[src/rtl/sobel_out_packer.sv]
// sobel_out_packer
// Receive-side endpoint for the 8-bit Sobel edge-map stream. Accepts pixels
// under valid/ready, tracks the raster position inside the frame, packs four
// pixels into a 32-bit word (pixel 0 in the low byte) and presents the word
// downstream with start-of-frame, end-of-line and end-of-frame markers.
// IMAGE_WIDTH must be a multiple of 4 so that words never straddle a line.
module sobel_out_packer #(
    parameter int IMAGE_WIDTH  = 1920,
    parameter int IMAGE_HEIGHT = 1080,
    parameter int FRAME_CNT_W  = 16
) (
    input  logic                   clk,
    input  logic                   rst,
    input  logic                   valid_s,
    output logic                   ready_s,
    input  logic [7:0]             data_s_sobel,
    output logic                   m_valid,
    input  logic                   m_ready,
    output logic [31:0]            m_data,
    output logic                   m_sof,
    output logic                   m_eol,
    output logic                   m_eof,
    output logic [FRAME_CNT_W-1:0] frame_cnt
);

    localparam int X_W = (IMAGE_WIDTH > 1) ? $clog2(IMAGE_WIDTH) : 1;
    localparam int Y_W = (IMAGE_HEIGHT > 1) ? $clog2(IMAGE_HEIGHT) : 1;
    localparam logic [X_W-1:0] X_LAST = X_W'(IMAGE_WIDTH - 1);
    localparam logic [Y_W-1:0] Y_LAST = Y_W'(IMAGE_HEIGHT - 1);

    logic [1:0]     lane;
    logic [7:0]     lane0;
    logic [7:0]     lane1;
    logic [7:0]     lane2;
    logic           word_sof;
    logic [X_W-1:0] x;
    logic [Y_W-1:0] y;
    logic           accept;
    logic           load;
    logic           last_x;
    logic           last_y;

    // Only the word-completing lane can stall, and only while the output slot is full and not draining.
    always_comb begin
        ready_s = !((lane == 2'd3) && m_valid && !m_ready);
    end

    // Handshake and raster-boundary decodes shared by the registers below.
    always_comb begin
        accept = valid_s && ready_s;
        load   = accept && (lane == 2'd3);
        last_x = (x == X_LAST);
        last_y = (y == Y_LAST);
    end

    // Pack register: store lanes 0..2 and remember whether the word began at the frame origin.
    always_ff @(posedge clk) begin
        if (rst) begin
            lane     <= 2'd0;
            lane0    <= 8'd0;
            lane1    <= 8'd0;
            lane2    <= 8'd0;
            word_sof <= 1'b0;
        end else if (accept) begin
            case (lane)
                2'd0: begin
                    lane0    <= data_s_sobel;
                    word_sof <= (x == '0) && (y == '0);
                end
                2'd1: lane1 <= data_s_sobel;
                2'd2: lane2 <= data_s_sobel;
                default: ;
            endcase
            lane <= lane + 2'd1;
        end
    end

    // Raster counters advance once per accepted pixel; frame_cnt ticks on the frame's final pixel.
    always_ff @(posedge clk) begin
        if (rst) begin
            x         <= '0;
            y         <= '0;
            frame_cnt <= '0;
        end else if (accept) begin
            if (last_x) begin
                x <= '0;
                if (last_y) begin
                    y         <= '0;
                    frame_cnt <= frame_cnt + FRAME_CNT_W'(1);
                end else begin
                    y <= y + Y_W'(1);
                end
            end else begin
                x <= x + X_W'(1);
            end
        end
    end

    // Single-entry output register: a load wins over a drain, otherwise contents hold until accepted.
    always_ff @(posedge clk) begin
        if (rst) begin
            m_valid <= 1'b0;
            m_data  <= 32'd0;
            m_sof   <= 1'b0;
            m_eol   <= 1'b0;
            m_eof   <= 1'b0;
        end else if (load) begin
            m_valid <= 1'b1;
            m_data  <= {data_s_sobel, lane2, lane1, lane0};
            m_sof   <= word_sof;
            m_eol   <= last_x;
            m_eof   <= last_x && last_y;
        end else if (m_ready) begin
            m_valid <= 1'b0;
        end
    end

endmodule
[config.mk]
export PLATFORM = sky130hd
export DESIGN_NAME = sobel_out_packer
export DESIGN_NICKNAME = d
export VERILOG_FILES = /design/src/rtl/sobel_out_packer.sv
export SDC_FILE = /design/constraint.sdc
export NUM_CORES = 1
export LEC_CHECK = 0
export ABC_AREA = 1
export ABC_CLOCK_PERIOD_IN_PS = 4470
export BUFFER_PORTS_ARGS = -buffer_cell sky130_fd_sc_hd__buf_2
export CORE_ASPECT_RATIO = 0.9
export CORE_MARGIN = 8
export CORE_UTILIZATION = 57
export CTS_BUF_LIST = sky130_fd_sc_hd__clkbuf_2 sky130_fd_sc_hd__clkbuf_4 sky130_fd_sc_hd__clkbuf_8
export DETAILED_ROUTE_END_ITERATION = 12
export GPL_ROUTABILITY_DRIVEN = 1
export PLACE_DENSITY = 0.79
export SETUP_SLACK_MARGIN = 0.4
export SYNTH_ARGS = -nofsm -noshare
export SYNTH_HDL_FRONTEND = slang
export SYNTH_SLANG_ARGS = --single-unit
export TNS_END_PERCENT = 30
[constraint.sdc]
create_clock -name clk -period 4.47 [get_ports clk]
set_input_delay 1.341 -clock clk [delete_from_list [all_inputs] [get_ports clk]]
set_output_delay 1.341 -clock clk [all_outputs]
set_load 0.02 [all_outputs]
# Word level (Yosys, flattened, before mapping)
# Cells that the tools add are included.
# word_totals
regBits	101
in_bits	12
output_inout_bits	53
elab_cells	43
# classes
addsub	4
eq_ne	5
n_mux	4
reduce_logical	17
# ops
operator	n
adder 11 x 1 -> 11 bit, second input constant	2
== test 11 bit, second input constant	2
logical NOT 11 bit	2
two-way mux 11 bit	2
adder 16 x 1 -> 16 bit, second input constant	1
AND reduction 2 bit	4
logical AND 1 bit	6
== test 2 bit, second input constant	2
AND reduction 3 bit	1
adder 2 x 1 -> 2 bit, second input constant	1
== test 2 x 1 -> 1 bit, second input constant	1
logical NOT 1 bit	2
logical NOT 2 bit	1
two-way mux 1 bit	2
nonzero test 2 bit	1

# Logic depth before layout (Yosys ltp)
# Gate-level depths: netlist of the first run.
# depth
depth_word	7
depth_mapped	10
mapped_depth_nobuf	10

# Worst setup path after synthesis of the first run
# OpenSTA, ideal clock, no wires.
# synth_path
kind	input-to-output
startpoint	input port m_ready
endpoint	output port ready_s
t_arrival_ns	1.593
required_time_ns	3.129
path_slack_ns	1.536
path_stages	2
n_path_buf	0
path_cell_list	inv_1 nand3_1
# synth_via
elab_chain_cells	3
# synth_rtl
element	line_no	text
start, declared	18	input logic m_ready,
logical NOT 1 bit	45	ready_s = !((lane == 2'd3) && m_valid && !m_ready);
logical AND 1 bit	45	
logical NOT 1 bit	45	
end, declared	15	output logic ready_s,
# No other way between the ends.

# Final worst setup path of the first run
# Ends and elaborated chain as after synthesis.

==> impl_summary.txt, run 1 <==
----------------------------------------------------
[Logic synthesis]
  Number of instances in the synthesized netlist ... 649
  Number of flops mapped to enable cells by yosys ... 0
  Cell type with the highest aggregate area in the netlist ... sky130_fd_sc_hd__dfxtp_1
  Warnings, synthesis ... 0
  Leading post-synthesis cells by cell area ... sky130_fd_sc_hd__dfxtp_1 (44%), sky130_fd_sc_hd__nand2_1 (18%), sky130_fd_sc_hd__a21oi_1 (9.4%), sky130_fd_sc_hd__nand3_1 (5.3%), sky130_fd_sc_hd__inv_1 (3.8%)
  Post-Synthesis Mean Instance Area ... 7.106 sq um
  Sequential element share of the synthesized area ... 43.84%
  Share of flip-flops with an asynchronous set or reset ... 0%
  Net count after synthesis ... 670
  Post-synthesis sequential element count ... 101
  Top cell type's share of synthesized area ... 43.84%
  Count of unique library cells instantiated by Yosys ... 32
  Post-synth top flop ... sky130_fd_sc_hd__dfxtp_1
  Post-synthesis cell area ... 4612 sq um

[STA]
  Minimum clock period ... 3.150 ns
  Final cycle utilization of the critical path ... 70.46%
  Slew at the pin closest to its max-slew limit ... 0.6055 ns
  Crit path setup slack, layout ... 1.320 ns
  Slew margin rel. ... 59.64%
  Total Neg Setup Slack ... 0 ns
  Setup Skew ... 0.008687 ns
  Final hold vios ... 0
  Highest clock rate ... 317.5 MHz
  Final Max Tran Viols ... 0
  Setup repair after global routing missed its margin ... false
  Finish-stage setup viols ... 0

[Cells and area]
  Number of nets in the finished design ... 724
  Number of diodes added for antenna fixing ... 0
  Final cell count without fillers ... 806
  Share of post-route cells with drive strength above 1 ... 14.99%
  Post-route standard cell area excluding fillers ... 5102 sq um
  Area Overhead vs Synth ... 10.63%
  Core Util, Final ... 64.17%

[Worst setup path]
  Required time of the critical path ... 3.13 ns
  Critical path capture point type ... primary output
  Worst-path maximum fanout ... 2
  Critical path arrival ... 1.81 ns
  Type of the worst setup path ... input port to primary output
  Worst flop-to-flop path startpoint ... lane[0]
  Source of the critical timing path ... m_ready
  Type of origin of the critical path ... input port

[Floorplanning]
  Die extent in x ... 110.8 microns
  Site row count ... 31
  Total core area ... 7951 sq um
  Initial core utilization ... 58.00%
  Die Footprint ... 11230 sq um
  Height of the chip ... 101.3 microns
  Count of pins on the block boundary ... 65

[Power]
  Power density over the cells ... 302.7 nW/um^2
  Combinational share of power ... 5.5%
  Worst VDD drop ... 0.1987 mV
  Sequential cell fraction of total power ... 59.8%
  Proportion of total power due to net switching ... 25.58%
  Switching power total ... 0.0003952 W
  Pleak ... 2.044 nW
  Int Pwr ... 0.001149 W
  Clock network fraction of design power ... 34.7%

[Place]
  Post-Place Setup Slack ... 1.312 ns
  Number of buffers inserted by port buffering ... 64
  # placed instances ... 791
  HPWL Detailed ... 8.009 mm
  Area post-placement ... 4923 sq um
  Gpl congestion ... 0.9233

[Global routing]
  Global route overflow ... 0
  Via count of the first global-routing pass ... 4090
  Pin count of the biggest net entering global routing ... 63
  Antenna violations before repair ... 0
  Overall fraction of global-route tracks in use ... 19.58%
  First-pass GRT wire length ... 18.45 mm

[Clocking]
  TritonCTS clock tree ... done
  Count of buffers added by post-CTS timing repair for setup ... 0
  CTS H-tree depth ... 3
  Clock slew at the register clock pins of the worst setup and hold paths ... 0.10 ns
  Longest Clk Path Bufs ... 2
  Cell at the root of the clock tree ... sky130_fd_sc_hd__clkbuf_8
  Clk sinks ... 101
  Number of buffers added by the clock tree synthesis step ... 9
  Skew-Pair Late Insertion Delay ... 0.36 ns
  Count of hold-fix buffers inserted at cts ... 0
  Resized Gates After CTS ... 0

[Detailed routing]
  Total via count in the routed design ... 4385
  Mean routed wirelength per cell ... 13.79 microns
  Via/cell ratio ... 5.440
  Routed wire length ... 11.11 mm
  Number of iterations in the first detailed-routing pass ... 6
  Post-route antenna net violation count ... 0
  Post-route DRC ... 0
  Initial DRC count ... 266

[Min path]
  Worst hold start ... word_sof
  Type of the tightest min-delay check ... register to register

[Run status]
  Run status ... complete, no violations

[Flow run]
  Max-cap viol count ... 0

----------------------------------------------------
cell families (layout without fill, tap and decap cells):
group	count (synthesis)	after routing	synth area share, %
compound gates	105	105	11.53
xor+xnor	5	5	0.9495
fa+ha+maj	9	9	2.442
buf+inv	76	134	7.488
flops	101	101	43.84
simple gates	353	353	33.75
stage by stage:
stage                     power [W]  hold slack [ns]
after floorplan            0.001003           0.4360
after global placement     0.001026           0.4463
after detailed placement   0.001029           0.4488
after CTS                  0.001555           0.4612
after global routing       0.001611           0.4866
final                      0.001545           0.4621
flip-flops by register name, indices dropped and copies added (netlist names):
| register | count |
|---|---|
| word_sof | 1 |
| x | 11 |
| lane | 2 |
| m_valid | 1 |
| frame_cnt | 16 |
| m_eol | 1 |
| m_data | 32 |
| m_sof | 1 |
| m_eof | 1 |
| lane1 | 8 |
| y | 11 |
| lane2 | 8 |
| lane0 | 8 |
area by class of cell:
cell class,instances,area (sq um)
Fill cell,730,2849
Clock buffer,9,123.9
Inverter,54,205.2
Tap cell,99,123.9
Multi-Input combinational cell,472,2245
Sequential cell,101,2022
Clock inverter,6,55.05
Timing Repair Buffer,65,327.8
cells in the mapped netlist, types with 2 or more instances:
master / number
sky130_fd_sc_hd__nand2_1: 218
sky130_fd_sc_hd__nor2_1: 47
sky130_fd_sc_hd__inv_1: 47
sky130_fd_sc_hd__nor2_2: 5
sky130_fd_sc_hd__inv_2: 5
sky130_fd_sc_hd__a21oi_1: 87
sky130_fd_sc_hd__nand4_1: 14
sky130_fd_sc_hd__buf_4: 5
sky130_fd_sc_hd__dfxtp_1: 101
sky130_fd_sc_hd__nor3_1: 4
sky130_fd_sc_hd__buf_6: 5
sky130_fd_sc_hd__ha_1: 9
sky130_fd_sc_hd__clkbuf_1: 10
sky130_fd_sc_hd__o21ai_0: 16
sky130_fd_sc_hd__xor2_1: 5
sky130_fd_sc_hd__nand3_1: 49
sky130_fd_sc_hd__nand2_4: 2
sky130_fd_sc_hd__nor2_4: 3
sky130_fd_sc_hd__nand2_2: 4
critical path: stages:
cell and delay (ns):
sky130_fd_sc_hd__buf_2 0.12, sky130_fd_sc_hd__inv_1 0.07, sky130_fd_sc_hd__nand3_1 0.09, sky130_fd_sc_hd__buf_2 0.18
routing by layer:
metal | global-route usage (%) | share of wire, % | vias to the layer above
li1 | - | - | 2203
met1 | 23.72 | 45 | 2023
met2 | 33.47 | 47 | 144
met3 | 4.440 | 6.8 | 15
met4 | 7.158 | 1.4 | 0
met5 | 0 | 0 | -
worst paths after layout:
check	to	slack, ns	cells past startpoint
worst max register to register	m_valid	2.16	9
worst min-delay path	m_sof	0.46	2
worst max-delay path	ready_s	1.32	4
worst min register to register	m_sof	0.46	2
placed cells by master (no fill, tap or decap), drive strengths merged, types with 9 or more instances in the layout:
cell	netlist	final
nand2	224	224
nand4	14	14
clkbuf	10	9
buf	12	65
ha	9	9
o21ai	16	16
nor2	56	56
a21oi	88	88
inv	53	56
nand3	51	51
dfxtp	101	101
power by group through the flow:
stage | clock [W] | combinational (W) | sequential, W
2_1_floorplan | 0 | 0.0000588 | 0.000944
3_3_place_gp | 0 | 0.0000823 | 0.000943
3_5_place_dp | 0 | 0.0000852 | 0.000944
4_1_cts | 0.000546 | 0.0000856 | 0.000923
5_1_grt | 0.000589 | 0.0000960 | 0.000926
6_report | 0.000536 | 0.0000857 | 0.000923
(Power assumes the default switching activity.)
==> run 2, diff against run 1 <==
- ABC_CLOCK_PERIOD_IN_PS: 4470 -> 3300
- clock period: 4.47 -> 3.3 ns (I/O delays scaled with it)
==> impl_summary.txt, run 2 (synthesized netlist as in run 1, its figures left out) <==
----------------------------------------------------
[Detailed routing]
  Post-route DRC ... 0
  Number of iterations in the first detailed-routing pass ... 8
  Total via count in the routed design ... 4330
  Initial DRC count ... 300
  Post-route antenna net violation count ... 0
  Routed wire length ... 11.17 mm
  Via/cell ratio ... 5.359
  Mean routed wirelength per cell ... 13.83 microns

[Worst setup path]
  Type of the worst setup path ... input port to primary output
  Required time of the critical path ... 2.31 ns
  Critical path capture point type ... primary output
  Worst-path maximum fanout ... 2
  Critical path arrival ... 1.45 ns
  Reg2Reg Depth ... 9
  Source of the critical timing path ... m_ready
  Crit path to ... ready_s
  Type of origin of the critical path ... input port
  Worst flop-to-flop path startpoint ... lane[0]
  Reg-to-reg critical path endpoint ... y[9]
  Minimum setup slack among reg-to-reg paths ... 1.29 ns

[STA]
  Setup Skew ... 0.01220 ns
  Crit path setup slack, layout ... 0.8608 ns
  Final cycle utilization of the critical path ... 73.91%
  Setup repair after global routing missed its margin ... false
  Total Neg Setup Slack ... 0 ns
  Final hold vios ... 0
  Slew margin rel. ... 68.31%
  Highest clock rate ... 410.0 MHz
  Final Max Tran Viols ... 0
  Finish-stage setup viols ... 0
  Final hold slack ... 0.4645 ns
  Minimum clock period ... 2.439 ns
  Slew at the pin closest to its max-slew limit ... 0.4748 ns

[Global routing]
  Global route overflow ... 0
  Overall fraction of global-route tracks in use ... 20.13%
  Via count of the first global-routing pass ... 4072
  Pin count of the biggest net entering global routing ... 44
  Antenna violations before repair ... 0
  First-pass GRT wire length ... 18.99 mm

[Cells and area]
  Largest registers ... m_data: 32 flops, frame_cnt: 16 flops
  Number of diodes added for antenna fixing ... 0
  Number of flip-flops in the largest register ... 32
  Number of nets in the finished design ... 726
  Most common cell after layout, fill and taps aside ... sky130_fd_sc_hd__nand2_1
  Post-route standard cell area excluding fillers ... 5117 sq um
  Biggest register ... m_data
  Highest-count cells in the layout ignoring fill and taps ... sky130_fd_sc_hd__nand2_1 (218), sky130_fd_sc_hd__dfxtp_1 (101), sky130_fd_sc_hd__a21oi_1 (87)
  Core Util, Final ... 64.36%
  Area Overhead vs Synth ... 10.96%
  Number of fillers in the final layout ... 707
  Share of post-route cells with drive strength above 1 ... 15.23%

[Clocking]
  Count of buffers added by post-CTS timing repair for setup ... 0
  Longest Clk Path Bufs ... 2
  Skew-Pair Late Insertion Delay ... 0.37 ns
  Resized Gates After CTS ... 0
  CTS H-tree depth ... 3
  Clk sinks ... 101
  Clock slew at the register clock pins of the worst setup and hold paths ... 0.10 ns
  Number of buffers added by the clock tree synthesis step ... 9
  Cell at the root of the clock tree ... sky130_fd_sc_hd__clkbuf_8
  Count of hold-fix buffers inserted at cts ... 0
  TritonCTS clock tree ... done

[Min path]
  Type of the tightest min-delay check ... register to register

[Power]
  Power density over the cells ... 410.1 nW/um^2
  Worst VDD drop ... 0.2527 mV
  Pleak ... 2.053 nW

[Floorplanning]
  Total core area ... 7951 sq um
  Die Footprint ... 11230 sq um
  Count of pins on the block boundary ... 65
  Initial core utilization ... 58.00%
  Die extent in x ... 110.8 microns
  Site row count ... 31
  Height of the chip ... 101.3 microns

[Run status]
  Run status ... complete, no violations

[Place]
  HPWL Detailed ... 8.066 mm
  Area post-placement ... 4938 sq um
  Gpl congestion ... 0.8824
  Post-Place Setup Slack ... 0.8632 ns
  Number of buffers inserted by port buffering ... 64

[Flow run]
  Max-cap viol count ... 0

----------------------------------------------------
## run 2: final cells by class
class / instances / area [sq um] / area share [%]
multi-input cells: 472 / 2245 / 43.86
flip-flops and latches: 101 / 2022 / 39.51
repair buffers: 67 / 342.8 / 6.699
inverters: 54 / 205.2 / 4.010
clock buffers: 9 / 123.9 / 2.421
well taps: 99 / 123.9 / 2.421
clock inverters: 6 / 55.05 / 1.076
## run 2: worst min-delay path by stage
| stage | end | start | slack [ns] | depth (start not counted) |
|---|---|---|---|---|
| after global placement | m_data[21] | lane2[5] | 0.45 | 2 |
| after global routing | m_data[19] | lane2[3] | 0.48 | 2 |
| after floorplan | m_sof | word_sof | 0.44 | 2 |
| after detailed placement | m_data[31] | m_data[31] | 0.45 | 2 |
| after CTS | m_sof | word_sof | 0.47 | 2 |
| final | m_sof | word_sof | 0.46 | 2 |
## run 2: worst max-delay path, stage by stage
cell	delay (ns)
sky130_fd_sc_hd__buf_2	0.12
sky130_fd_sc_hd__inv_1	0.07
sky130_fd_sc_hd__nand3_1	0.09
sky130_fd_sc_hd__buf_2	0.18
## run 2: report_power, final
group	switching, W	leakage, nW	internal (W)	total, W
Combinational	0.0000841	1.14	0.0000340	0.000118
Clock	0.000445	0.0922	0.000285	0.000730
Sequential	0.0000119	0.816	0.00124	0.00125
Total	0.000541	2.05	0.00156	0.00210
## run 2: stage by stage
step / power (W) / instances
finish: 0.002099 / 808
global route: 0.002196 / 808
CTS: 0.002118 / 808
detailed placement: 0.001395 / 793
global placement: 0.001391 / 793
floorplan: 0.001359 / 649
## run 2: metal layers
metal / global-route usage (%) / vias up / wire length, microns
met5: 0 / - / 0
met4: 5.705 / 0 / 90
met3: 5.506 / 9 / 801
met2: 32.14 / 145 / 5180
met1: 26.14 / 1965 / 5101
li1: - / 2211 / -
==> run 3, diff against run 2 <==
- ABC_CLOCK_PERIOD_IN_PS: 3300 -> 2300
- clock period: 3.3 -> 2.3 ns (I/O delays scaled with it)
==> impl_summary.txt, run 3 (synthesized netlist as in run 1, its figures left out) <==
----------------------------------------------------
[Run status]
  Run status ... complete, no violations

[Detailed routing]
  Post-route DRC ... 0
  Topmost layer with routed signal wires ... met4
  Total via count in the routed design ... 4356
  Number of iterations in the first detailed-routing pass ... 5
  Routed met3 length ... 713 microns
  Met1 layer wirelength in the final routing ... 5.048 mm
  Mean routed wirelength per cell ... 13.81 microns
  Routed wire length ... 11.22 mm
  Via/cell ratio ... 5.358
  Metal2 WL ... 5.270 mm
  Post-route antenna net violation count ... 0
  Initial DRC count ... 400

[Flow run]
  Max-cap viol count ... 0

[Worst setup path]
  Worst-path maximum fanout ... 4
  Type of origin of the critical path ... register
  Type of the worst setup path ... register to primary output
  Critical path capture point type ... primary output
  CP Cell Sequence ... ha_4, nand3_4, buf_6
  CP max stage delay ... 0.38 ns
  Critical path arrival ... 1.16 ns
  Required time of the critical path ... 1.61 ns
  Count of buffer and inverter cells on the critical path ... 1
  Cell type group with the largest total delay on the critical path ... flip-flops
  Worst path slowest cell ... sky130_fd_sc_hd__dfxtp_4

[Global routing]
  Pin count of the biggest net entering global routing ... 86
  Global route overflow ... 0
  Overall fraction of global-route tracks in use ... 19.92%
  Via count of the first global-routing pass ... 4071
  Antenna violations before repair ... 0
  First-pass GRT wire length ... 18.85 mm

[Clocking]
  CTS H-tree depth ... 3
  Clock slew at the register clock pins of the worst setup and hold paths ... 0.11 ns
  TritonCTS clock tree ... done
  Count of hold-fix buffers inserted at cts ... 0
  Longest Clk Path Bufs ... 2
  Number of buffers added by the clock tree synthesis step ... 9
  Cell at the root of the clock tree ... sky130_fd_sc_hd__clkbuf_8
  Skew-Pair Late Insertion Delay ... 0.38 ns
  Clk sinks ... 101

[STA]
  Slew margin rel. ... 74.71%
  Highest clock rate ... 539.3 MHz
  Setup Skew ... 0.01796 ns
  Total Neg Setup Slack ... 0 ns
  Final Max Tran Viols ... 0
  Final hold vios ... 0
  Final hold slack ... 0.4636 ns
  Slew at the pin closest to its max-slew limit ... 0.3753 ns
  Final cycle utilization of the critical path ... 80.62%
  Setup repair after global routing missed its margin ... true
  Finish-stage setup viols ... 0
  Minimum clock period ... 1.854 ns

[Floorplanning]
  Initial core utilization ... 58.00%
  Height of the chip ... 101.3 microns
  Site row count ... 31
  Count of pins on the block boundary ... 65
  Die extent in x ... 110.8 microns
  Die Footprint ... 11230 sq um
  Total core area ... 7951 sq um

[Cells and area]
  Share of post-route cells with drive strength above 1 ... 16.39%
  Number of fillers in the final layout ... 737
  Highest-count cells in the layout ignoring fill and taps ... sky130_fd_sc_hd__nand2_1 (218), sky130_fd_sc_hd__dfxtp_1 (99), sky130_fd_sc_hd__a21oi_1 (87)
  Number of diodes added for antenna fixing ... 0
  Number of flip-flops in the largest register ... 32
  Area taken by flip-flops and latches ... 2029 sq um
  Most common cell after layout, fill and taps aside ... sky130_fd_sc_hd__nand2_1
  Largest registers ... m_data: 32 flops, frame_cnt: 16 flops
  Biggest register ... m_data
  Area of the multi-input gates ... 2270 sq um
  Number of nets in the finished design ... 730
  Area Overhead vs Synth ... 12.94%

[Min path]
  Type of the tightest min-delay check ... register to register

[Place]
  Gpl congestion ... 0.9208
  HPWL Detailed ... 7.995 mm
  Number of buffers inserted by port buffering ... 64

[Power]
  Pleak ... 2.084 nW
  Clock network fraction of design power ... 35.2%
  Worst VDD drop ... 0.4211 mV
  Switching power total ... 0.0007957 W
  Sequential cell fraction of total power ... 58.8%
  Proportion of total power due to net switching ... 26.05%
  Int Pwr ... 0.002259 W
  Combinational share of power ... 6.0%
  Power density over the cells ... 586.5 nW/um^2

----------------------------------------------------
==> run 3: tightest hold or removal path, stage by stage, from the launching register on <==
cell and delay, ns:
sky130_fd_sc_hd__dfxtp_1 0.32, sky130_fd_sc_hd__nand2_1 0.06, sky130_fd_sc_hd__a21oi_1 0.05
==> run 3: worst paths after layout <==
kind | start | to | slack [ns] | cells after the start
hold / removal | word_sof | m_sof | 0.46 | 2
hold reg to reg | word_sof | m_sof | 0.46 | 2
setup / recovery | lane[1] | ready_s | 0.45 | 3
setup reg to reg | lane[1] | word_sof | 0.53 | 9
==> run 3: through the flow <==
step / cell area, sq um / setup WS, ns / instances / power, W / utilization [%]
final: 5209 / 0.4458 / 813 / 0.003055 / 65.51
after global routing: 5209 / 0.3575 / 813 / 0.003166 / 65.51
after CTS: 5176 / 0.4044 / 811 / 0.003068 / 65.10
after detailed placement: 4959 / 0.3206 / 794 / 0.002007 / 62.36
after global placement: 4959 / 0.4086 / 794 / 0.002000 / 62.36
after floorplan: 4612 / 0.6259 / 649 / 0.001950 / -
==> run 3: final cells by class <==
type,count,area share (%)
clock buffer,10,2.522
timing repair buffer,71,7.591
sequential,101,38.96
tap,99,2.378
inverter,54,3.939
multi-input combinational,472,43.57
clock inverter,6,1.033
==> run 3: metal layers <==
metal / track usage (%) / vias up
met3: 6.276 / 23
met2: 31.04 / 123
li1: - / 2215
met4: 7.158 / 0
met5: 0 / -
met1: 25.46 / 1995
==> run 3: power groups by stage <==
stage | combinational, W | sequential, W | clock [W]
detailed placement | 0.000172 | 0.00183 | 0
floorplan | 0.000114 | 0.00184 | 0
global placement | 0.000166 | 0.00183 | 0
finish | 0.000183 | 0.00180 | 0.00108
global route | 0.000202 | 0.00180 | 0.00116
CTS | 0.000177 | 0.00180 | 0.00110
==> run 3: what timing repair did <==
action	4_1_cts	5_1_grt
pin swaps	0	1
resized for setup	7	4
buffers inserted	1	2
endpoints found under the setup margin	5	8
